[src/rtl/mua_p2s_serializer.sv]
// mua_p2s_serializer: wide-beat to serial-lane converter for the MUA output path.
// Each accepted beat of NUM_BANKS lanes is offset-corrected, registered once,
// buffered in a small FIFO and replayed one lane per cycle on a valid/ready
// stream tagged with a running frame number.
// Optional build macro MUA_SAT_SUB_EN: signed saturating offset subtraction
// instead of modulo subtraction.
module mua_p2s_serializer #(
  parameter int NUM_BANKS  = 5,
  parameter int DATA_W     = 32,
  parameter int CH_W       = 12,
  parameter int NUM_CH     = 160,
  parameter int FIFO_DEPTH = 4,
  parameter int CLR_LSB    = 1
) (
  input  logic                        bus_clk,
  input  logic                        xike_reset_n,
  input  logic                        frame_count_rst,
  input  logic                        comb_valid,
  output logic                        comb_ready,
  input  logic [NUM_BANKS*CH_W-1:0]   comb_ch,
  input  logic [NUM_BANKS*DATA_W-1:0] comb_data,
  input  logic [NUM_BANKS*DATA_W-1:0] comb_hash,
  input  logic [NUM_BANKS*DATA_W-1:0] comb_thr,
  input  logic [NUM_BANKS*DATA_W-1:0] comb_offset,
  output logic                        out_valid,
  input  logic                        out_ready,
  output logic [CH_W-1:0]             out_ch,
  output logic [DATA_W-1:0]           out_data,
  output logic [DATA_W-1:0]           out_thr,
  output logic [DATA_W-1:0]           out_hash,
  output logic                        out_last,
  output logic [31:0]                 out_frame_no,
  output logic [15:0]                 drop_cnt
);

  localparam int AW = (FIFO_DEPTH > 1) ? $clog2(FIFO_DEPTH) : 1;
  localparam int LW = $clog2(NUM_BANKS);
  localparam logic [LW-1:0] LAST_LANE = LW'(NUM_BANKS - 1);

  typedef struct packed {
    logic [CH_W-1:0]   ch;
    logic [DATA_W-1:0] data;
    logic [DATA_W-1:0] hash;
    logic [DATA_W-1:0] thr;
  } lane_t;

  typedef lane_t [NUM_BANKS-1:0] beat_t;

  typedef enum logic {ST_IDLE, ST_SHIFT} state_t;

  // Raw data minus per-lane offset, then optional clearing of bit 0.
  function automatic logic [DATA_W-1:0] offset_correct(input logic [DATA_W-1:0] data,
                                                       input logic [DATA_W-1:0] offset);
    logic [DATA_W-1:0] res;
`ifdef MUA_SAT_SUB_EN
    logic [DATA_W:0] diff;
    // One extra sign bit exposes overflow: the top two bits disagree.
    diff = {data[DATA_W-1], data} - {offset[DATA_W-1], offset};
    if (diff[DATA_W] != diff[DATA_W-1])
      res = diff[DATA_W] ? {1'b1, {(DATA_W-1){1'b0}}} : {1'b0, {(DATA_W-1){1'b1}}};
    else
      res = diff[DATA_W-1:0];
`else
    res = data - offset;
`endif
    if (CLR_LSB != 0) res[0] = 1'b0;
    return res;
  endfunction

  beat_t           in_beat;
  beat_t           pipe_beat;
  logic            pipe_valid;
  beat_t           mem [FIFO_DEPTH];
  logic [AW-1:0]   wr_ptr;
  logic [AW-1:0]   rd_ptr;
  logic [AW:0]     fifo_count;
  logic            fifo_full;
  logic            fifo_empty;
  beat_t           head;
  logic            accept;
  logic            push;
  logic            pop;
  logic            out_fire;
  state_t          state;
  logic [LW-1:0]   lane;
  logic [LW-1:0]   lane_inc;
  beat_t           shift_beat;

  // The pipeline slot counts toward fullness so an accepted beat always has room.
  assign fifo_full  = (32'(fifo_count) + 32'(pipe_valid)) >= 32'(FIFO_DEPTH);
  assign fifo_empty = (fifo_count == '0);
  assign comb_ready = xike_reset_n && !fifo_full;
  assign accept     = comb_valid && comb_ready;
  assign push       = pipe_valid;
  assign head       = mem[rd_ptr];
  assign out_fire   = out_valid && out_ready;
  // Load the shifter when idle, or back-to-back as the last lane leaves.
  assign pop        = !fifo_empty && ((state == ST_IDLE) || (out_fire && out_last));
  assign lane_inc   = lane + 1'b1;

  // Unpack the input buses into lanes and apply the offset correction.
  always_comb begin
    // NOTE: default first so every path assigns the whole beat and no latch is inferred.
    in_beat = '0;
    for (int i = 0; i < NUM_BANKS; i++) begin
      in_beat[i].ch   = comb_ch[i*CH_W +: CH_W];
      in_beat[i].data = offset_correct(comb_data[i*DATA_W +: DATA_W],
                                       comb_offset[i*DATA_W +: DATA_W]);
      in_beat[i].hash = comb_hash[i*DATA_W +: DATA_W];
      in_beat[i].thr  = comb_thr[i*DATA_W +: DATA_W];
    end
  end

  // Register the corrected beat one cycle ahead of the FIFO write.
  always_ff @(posedge bus_clk) begin
    // NOTE: sequential state uses non-blocking assignments so every flop samples pre-edge values.
    if (!xike_reset_n) pipe_valid <= 1'b0;
    else               pipe_valid <= accept;
    if (accept) pipe_beat <= in_beat;
  end

  // FIFO storage write port.
  always_ff @(posedge bus_clk) begin
    // NOTE: the storage array is not reset; the pointers and count alone define what is valid.
    if (push) mem[wr_ptr] <= pipe_beat;
  end

  // FIFO pointers and occupancy; simultaneous push and pop leave the count unchanged.
  always_ff @(posedge bus_clk) begin
    if (!xike_reset_n) begin
      wr_ptr     <= '0;
      rd_ptr     <= '0;
      fifo_count <= '0;
    end else begin
      if (push) wr_ptr <= wr_ptr + 1'b1;
      if (pop)  rd_ptr <= rd_ptr + 1'b1;
      case ({push, pop})
        2'b10:   fifo_count <= fifo_count + 1'b1;
        2'b01:   fifo_count <= fifo_count - 1'b1;
        default: fifo_count <= fifo_count;
      endcase
    end
  end

  // Shift register holding the beat currently being serialised.
  always_ff @(posedge bus_clk) begin
    if (pop) shift_beat <= head;
  end

  // Serialiser FSM with registered lane outputs; a stalled handshake holds everything.
  always_ff @(posedge bus_clk) begin
    if (!xike_reset_n) begin
      state     <= ST_IDLE;
      lane      <= '0;
      out_valid <= 1'b0;
      out_last  <= 1'b0;
      out_ch    <= '0;
      out_data  <= '0;
      out_thr   <= '0;
      out_hash  <= '0;
    end else if (pop) begin
      state     <= ST_SHIFT;
      lane      <= '0;
      out_valid <= 1'b1;
      out_last  <= 1'b0;
      out_ch    <= head[0].ch;
      out_data  <= head[0].data;
      out_thr   <= head[0].thr;
      out_hash  <= head[0].hash;
    end else if (out_fire) begin
      if (out_last) begin
        state     <= ST_IDLE;
        out_valid <= 1'b0;
        out_last  <= 1'b0;
      end else begin
        lane     <= lane_inc;
        out_last <= (lane_inc == LAST_LANE);
        out_ch   <= shift_beat[lane_inc].ch;
        out_data <= shift_beat[lane_inc].data;
        out_thr  <= shift_beat[lane_inc].thr;
        out_hash <= shift_beat[lane_inc].hash;
      end
    end
  end

  // Frame counter: advances after the closing channel leaves; clear has priority.
  always_ff @(posedge bus_clk) begin
    if (!xike_reset_n)                                    out_frame_no <= '0;
    else if (frame_count_rst)                             out_frame_no <= '0;
    else if (out_fire && (out_ch == CH_W'(NUM_CH - 1)))   out_frame_no <= out_frame_no + 32'd1;
  end

  // Saturating count of beats refused because the buffer was full.
  always_ff @(posedge bus_clk) begin
    if (!xike_reset_n)
      drop_cnt <= '0;
    else if (comb_valid && !comb_ready && (drop_cnt != 16'hFFFF))
      drop_cnt <= drop_cnt + 16'd1;
  end

endmodule

[config.mk]
export PLATFORM = sky130hd
export DESIGN_NAME = mua_p2s_serializer
export DESIGN_NICKNAME = d
export VERILOG_FILES = /design/src/rtl/mua_p2s_serializer.sv
export SDC_FILE = /design/constraint.sdc
export NUM_CORES = 2
export LEC_CHECK = 0
export CORE_UTILIZATION = 55
export DETAILED_ROUTE_END_ITERATION = 7
export PLACE_DENSITY_LB_ADDON = 0.1
export SYNTH_ARGS = -nofsm -noshare
export SYNTH_HDL_FRONTEND = slang
export SYNTH_SLANG_ARGS = --single-unit
[constraint.sdc]
create_clock -name bus_clk -period 59.7 [get_ports bus_clk]
set_input_delay 11.94 -clock bus_clk [delete_from_list [all_inputs] [get_ports bus_clk]]
set_output_delay 11.94 -clock bus_clk [all_outputs]
set_load 0.05 [all_outputs]
# == Word level (Yosys, flattened, before mapping) ==
# Memory sizes are Yosys's and may differ from the RTL's. A register that Yosys moved wholly into a read port is not among the register bits.
# Cells that the tools add are included.
# totals
input_bits,705
out_inout_bits,159
mem_bits_rw,2140
wordCells,122
regBits,1244
memories,1
# classes
eq_ne,6
addsub,13
n_mux,23
n_lt_le_gt_ge,2
n_bitwise,3
n_reduce_logical,21
# memory_table
memory,depth,word_bits,rd,rd_ports_with_merged_regs,write_ports,line_no,rtl
mem,4,535,1,1,1,73,beat_t mem [FIFO_DEPTH];
# ops
operator,count
108-bit binary-select mux with 3-bit select,1
32-bit 2-to-1 mux,9
32-bit subtractor,5
108-bit 2-to-1 mux,1
12-bit 2-to-1 mux,3
32-bit by 1-bit adder with 32-bit output (second input constant),1
16-bit by 1-bit adder with 16-bit output (second input constant),1
16-bit != test (second input constant),1
12-bit by 8-bit == test with 1-bit output (second input constant),1
1-bit logical AND,8
3-bit by 1-bit adder with 3-bit output (second input constant),2
1-bit 2-to-1 mux,6
3-bit one-hot mux with 2 select lines,1
2-bit AND reduction,3
2-bit nonzero test,3
2-bit by 1-bit adder with 2-bit output (second input constant),2
3-bit by 1-bit adder with 4-bit output,1
4-bit by 3-bit >= comparator with 1-bit output (second input constant),1
3-bit by 4-bit less-than comparator with 1-bit output (second input constant),1
2-bit 2-to-1 mux,2
2-bit OR reduction,2
3-bit == test (second input constant),1
1-bit logical NOT,3
3-bit logical NOT,1
other kinds (6),8

# == Logic depth before layout (Yosys ltp) ==
# depth
word_depth,7
ltp_mapped,12
mapped_depth_nobuf,10

# == Worst setup path after synthesis ==
# OpenSTA, ideal clock, no wires.
# synth_path
path_kind,input -> register
start,input port out_ready
end,register fifo_count[2]
slack_ns,29.381
n_path_buf,3
t_arrival_ns,30.249
setup_ns,0.071
path_stages,12
t_required_ns,59.629
cell_sequence,a21boi_0 -> nand2b_1 -> clkbuf_1 -> inv_1 -> clkbuf_1 -> clkbuf_1 -> ha_1 -> inv_1 -> fa_1 -> xor2_1 -> or3_1 -> a21oi_1
# synth_between
elab_chain_cells,6
elab_cells_between_ends,8
classes_between,2 x eq/ne; 1 x mux; 5 x reduce/logical
# synth_rtl
item,line_no,rtl
from (decl),26,"input logic out_ready,"
1-bit logical AND (*),96,assign out_fire = out_valid && out_ready;
1-bit logical AND (*),98,assign pop = !fifo_empty && ((state == ST_IDLE) || (out_fire && out_last));
1-bit logical OR (*),98,
1-bit logical AND (*),98,
named net pop,82,logic pop;
2-bit by 1-bit == test with 1-bit output or 2-bit == test (tied branches),137,"case ({push, pop})"
3-bit one-hot mux with 2 select lines or 2-bit nonzero test (tied branches),n/a,
to (signal assigned),138,2'b10: fifo_count <= fifo_count + 1'b1;
to (signal assigned),139,2'b01: fifo_count <= fifo_count - 1'b1;
to (signal assigned),140,default: fifo_count <= fifo_count;
to (decl),76,logic [AW:0] fifo_count;
# Mark *: on every way through the listed nets, which the timed path passes. The rest lies on a longest branch.
# A chain may end at the register's enable or synchronous reset.

# == Worst setup path after layout ==
# layout_path
start,input port xike_reset_n
end,output port comb_ready
# layout_between
elab_chain_cells,1
# layout_rtl
item,line_no,rtl
from (decl),16,"input logic xike_reset_n,"
1-bit logical AND,92,assign comb_ready = xike_reset_n && !fifo_full;
to (decl),19,"output logic comb_ready,"
# Every way passes these cells.

==> results.py <==
metrics = {
    "yosys": {
        "async_flop_share": 0,
        "synth_edf_count": 3210,
        "yosysWarnings": 0,
        "ys_seq_area_frac": 0.781,
        "synth-main-ff-cell": "edfxtp_1",
        "syn_area_mm2": 0.128,
        "synth_cell_types": 69,
        "synth_cells": 6242,
        "syn_avg_cell_area_um2": 20.5,
        "ys_seq_elements": 3380,
        "syn_nets": 7112,
    },
    "final_layout": {
        "nets": 8140,
        "multi_input_area_mm2": 0.0263,
        "area_growth_pct": 18.4,
        "regArea_mm2": 0.0998,
        "fin_cells": 10585,
        "layout_commonest_cell": "edfxtp_1",
        "final.fill_count": 15300,
        "drive_gt1_frac": 0.166,
        "mostFrequentLayoutCells": "3210 x edfxtp_1, 862 x clkdlybuf4s50_1, 642 x mux4_2, 355 x clkbuf_16, 238 x nor2_1",
    },
    "floorplan": {
        "initial_core_util": 0.554,
        "fp.dieH_um": 484,
        "ios": 864,
        "die_area_mm2": 0.234,
        "die_x_um": 484,
        "core_mm2": 0.231,
        "fp-row-count": 176,
    },
    "min_path": {
        "min_path_cells": 0,
        "worstHoldPathType": "reg2reg",
        "min-delay-start": "pipe_beat[340]$_DFFE_PP_",
    },
    "drt": {
        "drc_errors": 0,
        "routedWlPerCell_um": 28.5,
        "drtPass1Iterations": 5,
        "viasPerCell": 6.00,
        "dr_total_vias": 63539,
        "drt-initial-drc-count": 5458,
        "wirelength_um": 302000,
        "final_antenna_net_count": 0,
    },
    "placed_design": {
        "dp_slack_ps": 33540,
        "port-buffer-count": 862,
        "dp_hpwl_um": 183000,
        "place_congestion": 0.861,
        "dp_cells": 9949,
    },
    "clock_network": {
        "clk_latency_ps": 950,
        "ctsResizeCount": 0,
        "cts-buffers-inserted": 345,
        "cts_tree": "done",
        "cts_sinks": 3380,
        "clock_path_buffers": 4,
        "postCtsSetupBuffers": 0,
        "cts_hold_buf": 0,
        "clkTransAtPathRegs_ps": 60,
        "ctsHtreeMaxLevel": 5,
        "root_buffer": "clkbuf_16",
    },
    "worst_setup_path": {
        "crit_start": "xike_reset_n",
        "path_max_fanout": 65,
        "cp.arrival_ps": 14210,
        "rr_worst_depth": 5,
        "startpoint_type": "input pin",
        "required_ps": 47760,
        "path_cells": "clkdlybuf4s50_1 > inv_6 > a311oi_1 > buf_4 > clkdlybuf4s50_1",
        "worstSetupEndpointType": "output pin",
        "critPathKind": "in2out",
        "cp_slowest_stage_delay_ps": 800,
        "r2r-start": "pipe_valid$_SDFF_PN0_",
        "crit_slowest_cell": "clkdlybuf4s50_1",
        "cpMostUsedCell": "clkdlybuf4s50_1",
    },
    "sta": {
        "clock.fmax_mhz": 38.2,
        "hold_violations": 0,
        "finalMaxSlewViolations": 0,
        "timing.final.ws_setup_ps": 33550,
        "setup-violations-final": 0,
        "finalCritPeriodShare": 0.438,
        "min_period_ps": 26150,
        "rsz0062_at_grt": "no",
        "worstMarginPinSlew_ps": 1220,
        "clock_skew_ps": 52.6,
        "relSlewSlack": 0.184,
        "finalSetupTns_ps": 0,
    },
    "grt": {
        "grt_overflow": 0,
        "grt_max_degree": 156,
        "antenna_found_initial": 50,
        "grt_usage": 0.257,
        "grt_pass1_vias": 65075,
        "grt_pass1_wl_um": 437000,
    },
    "run_status": {
        "status": "completed",
    },
    "pwr": {
        "ir_drop_v": 0.0000348,
        "p_leak_uw": 0.0491,
        "power_density_mw_per_mm2": 43.2,
    },
    "job": {
        "maxCapViolCount": 0,
    },
}
## registers in the layout (all words and copies together), names as in the netlist, 12 cells and up, named ones only
name / count
out_ch: 12
pipe_beat: 535
drop_cnt: 16
shift_beat: 535
out_frame_no: 32
out_hash: 32
mem: 2140
out_thr: 32
out_data: 31
## per-layer routing
metal / global-route usage / vias up / share of wire / wire [µm]
met1: 0.345 / 33123 / 0.40 / 121000
met5: 0 / - / 0.00084 / 253
met3: 0.0544 / 473 / 0.071 / 21300
met4: 0.0815 / 36 / 0.028 / 8420
met2: 0.425 / 2283 / 0.50 / 151000
li1: - / 27624 / - / -
## critical path: cells and delay by family
family,cells,cell delay [ps]
AO/OA/AOI/OAI,1,300
buffers and inverters,4,1950
## logic make-up (layout without fill, tap and decap cells)
logic type,Yosys count,after routing,share of synthesized area
buf+inv,468,1766,0.0139
simple gates,814,814,0.0318
mux,647,647,0.114
fa+ha+maj,165,165,0.0165
flops,3380,3380,0.781
compound gates,587,587,0.0311
xor+xnor,180,180,0.0123
other cells,1,20,0.0000293
## Yosys cell counts, types with 26 or more instances
master / number / area (µm²)
dfxtp_1: 170 / 3400
xor2_1: 69 / 604
and3_1: 26 / 163
ha_1: 159 / 1990
nand2_1: 123 / 462
nand3_1: 46 / 230
a221oi_1: 115 / 1010
xnor2_1: 111 / 972
edfxtp_1: 3210 / 96400
a21o_1: 75 / 563
o21ai_0: 81 / 405
nor3_1: 125 / 626
buf_1: 88 / 330
nor4_1: 113 / 707
inv_1: 204 / 766
nor2_1: 239 / 897
mux4_2: 642 / 14500
a21oi_1: 168 / 841
clkbuf_1: 169 / 634
## final cells by class
class,count,area share
clock buffers,469,0.0637
multi-input cells,2394,0.174
well taps,3026,0.0250
inverters,204,0.00514
repair buffers,945,0.0622
clock inverters,148,0.0101
diodes,19,0.000314
flip-flops and latches,3380,0.660
## metrics by stage
step                 util  total power [µW]  hold WS (ps)  instance area, µm²
finish              0.656              6530           454              151000
global route        0.656              6770           485              151000
CTS                 0.656              6600           453              151000
detailed placement  0.608              4490           479              140000
global placement    0.608              4460           465              140000
floorplan               -              4250           457              128000
## power by group
part	leakage, µW	switching [µW]	total [µW]	internal [µW]
Combinational	0.0129	738	1200	457
Sequential	0.0308	144	3220	3080
Clock	0.00544	854	2110	1260
## path summary, 6_finish.rpt
check                           to  slack, ps
max reg2reg  mem[1][505]$_DFFE_PP_      54630
min          mem[2][337]$_DFFE_PP_        450
min reg2reg  mem[2][337]$_DFFE_PP_        450
max                     comb_ready      33550
No activity file was read; power rests on OpenSTA's default activity.
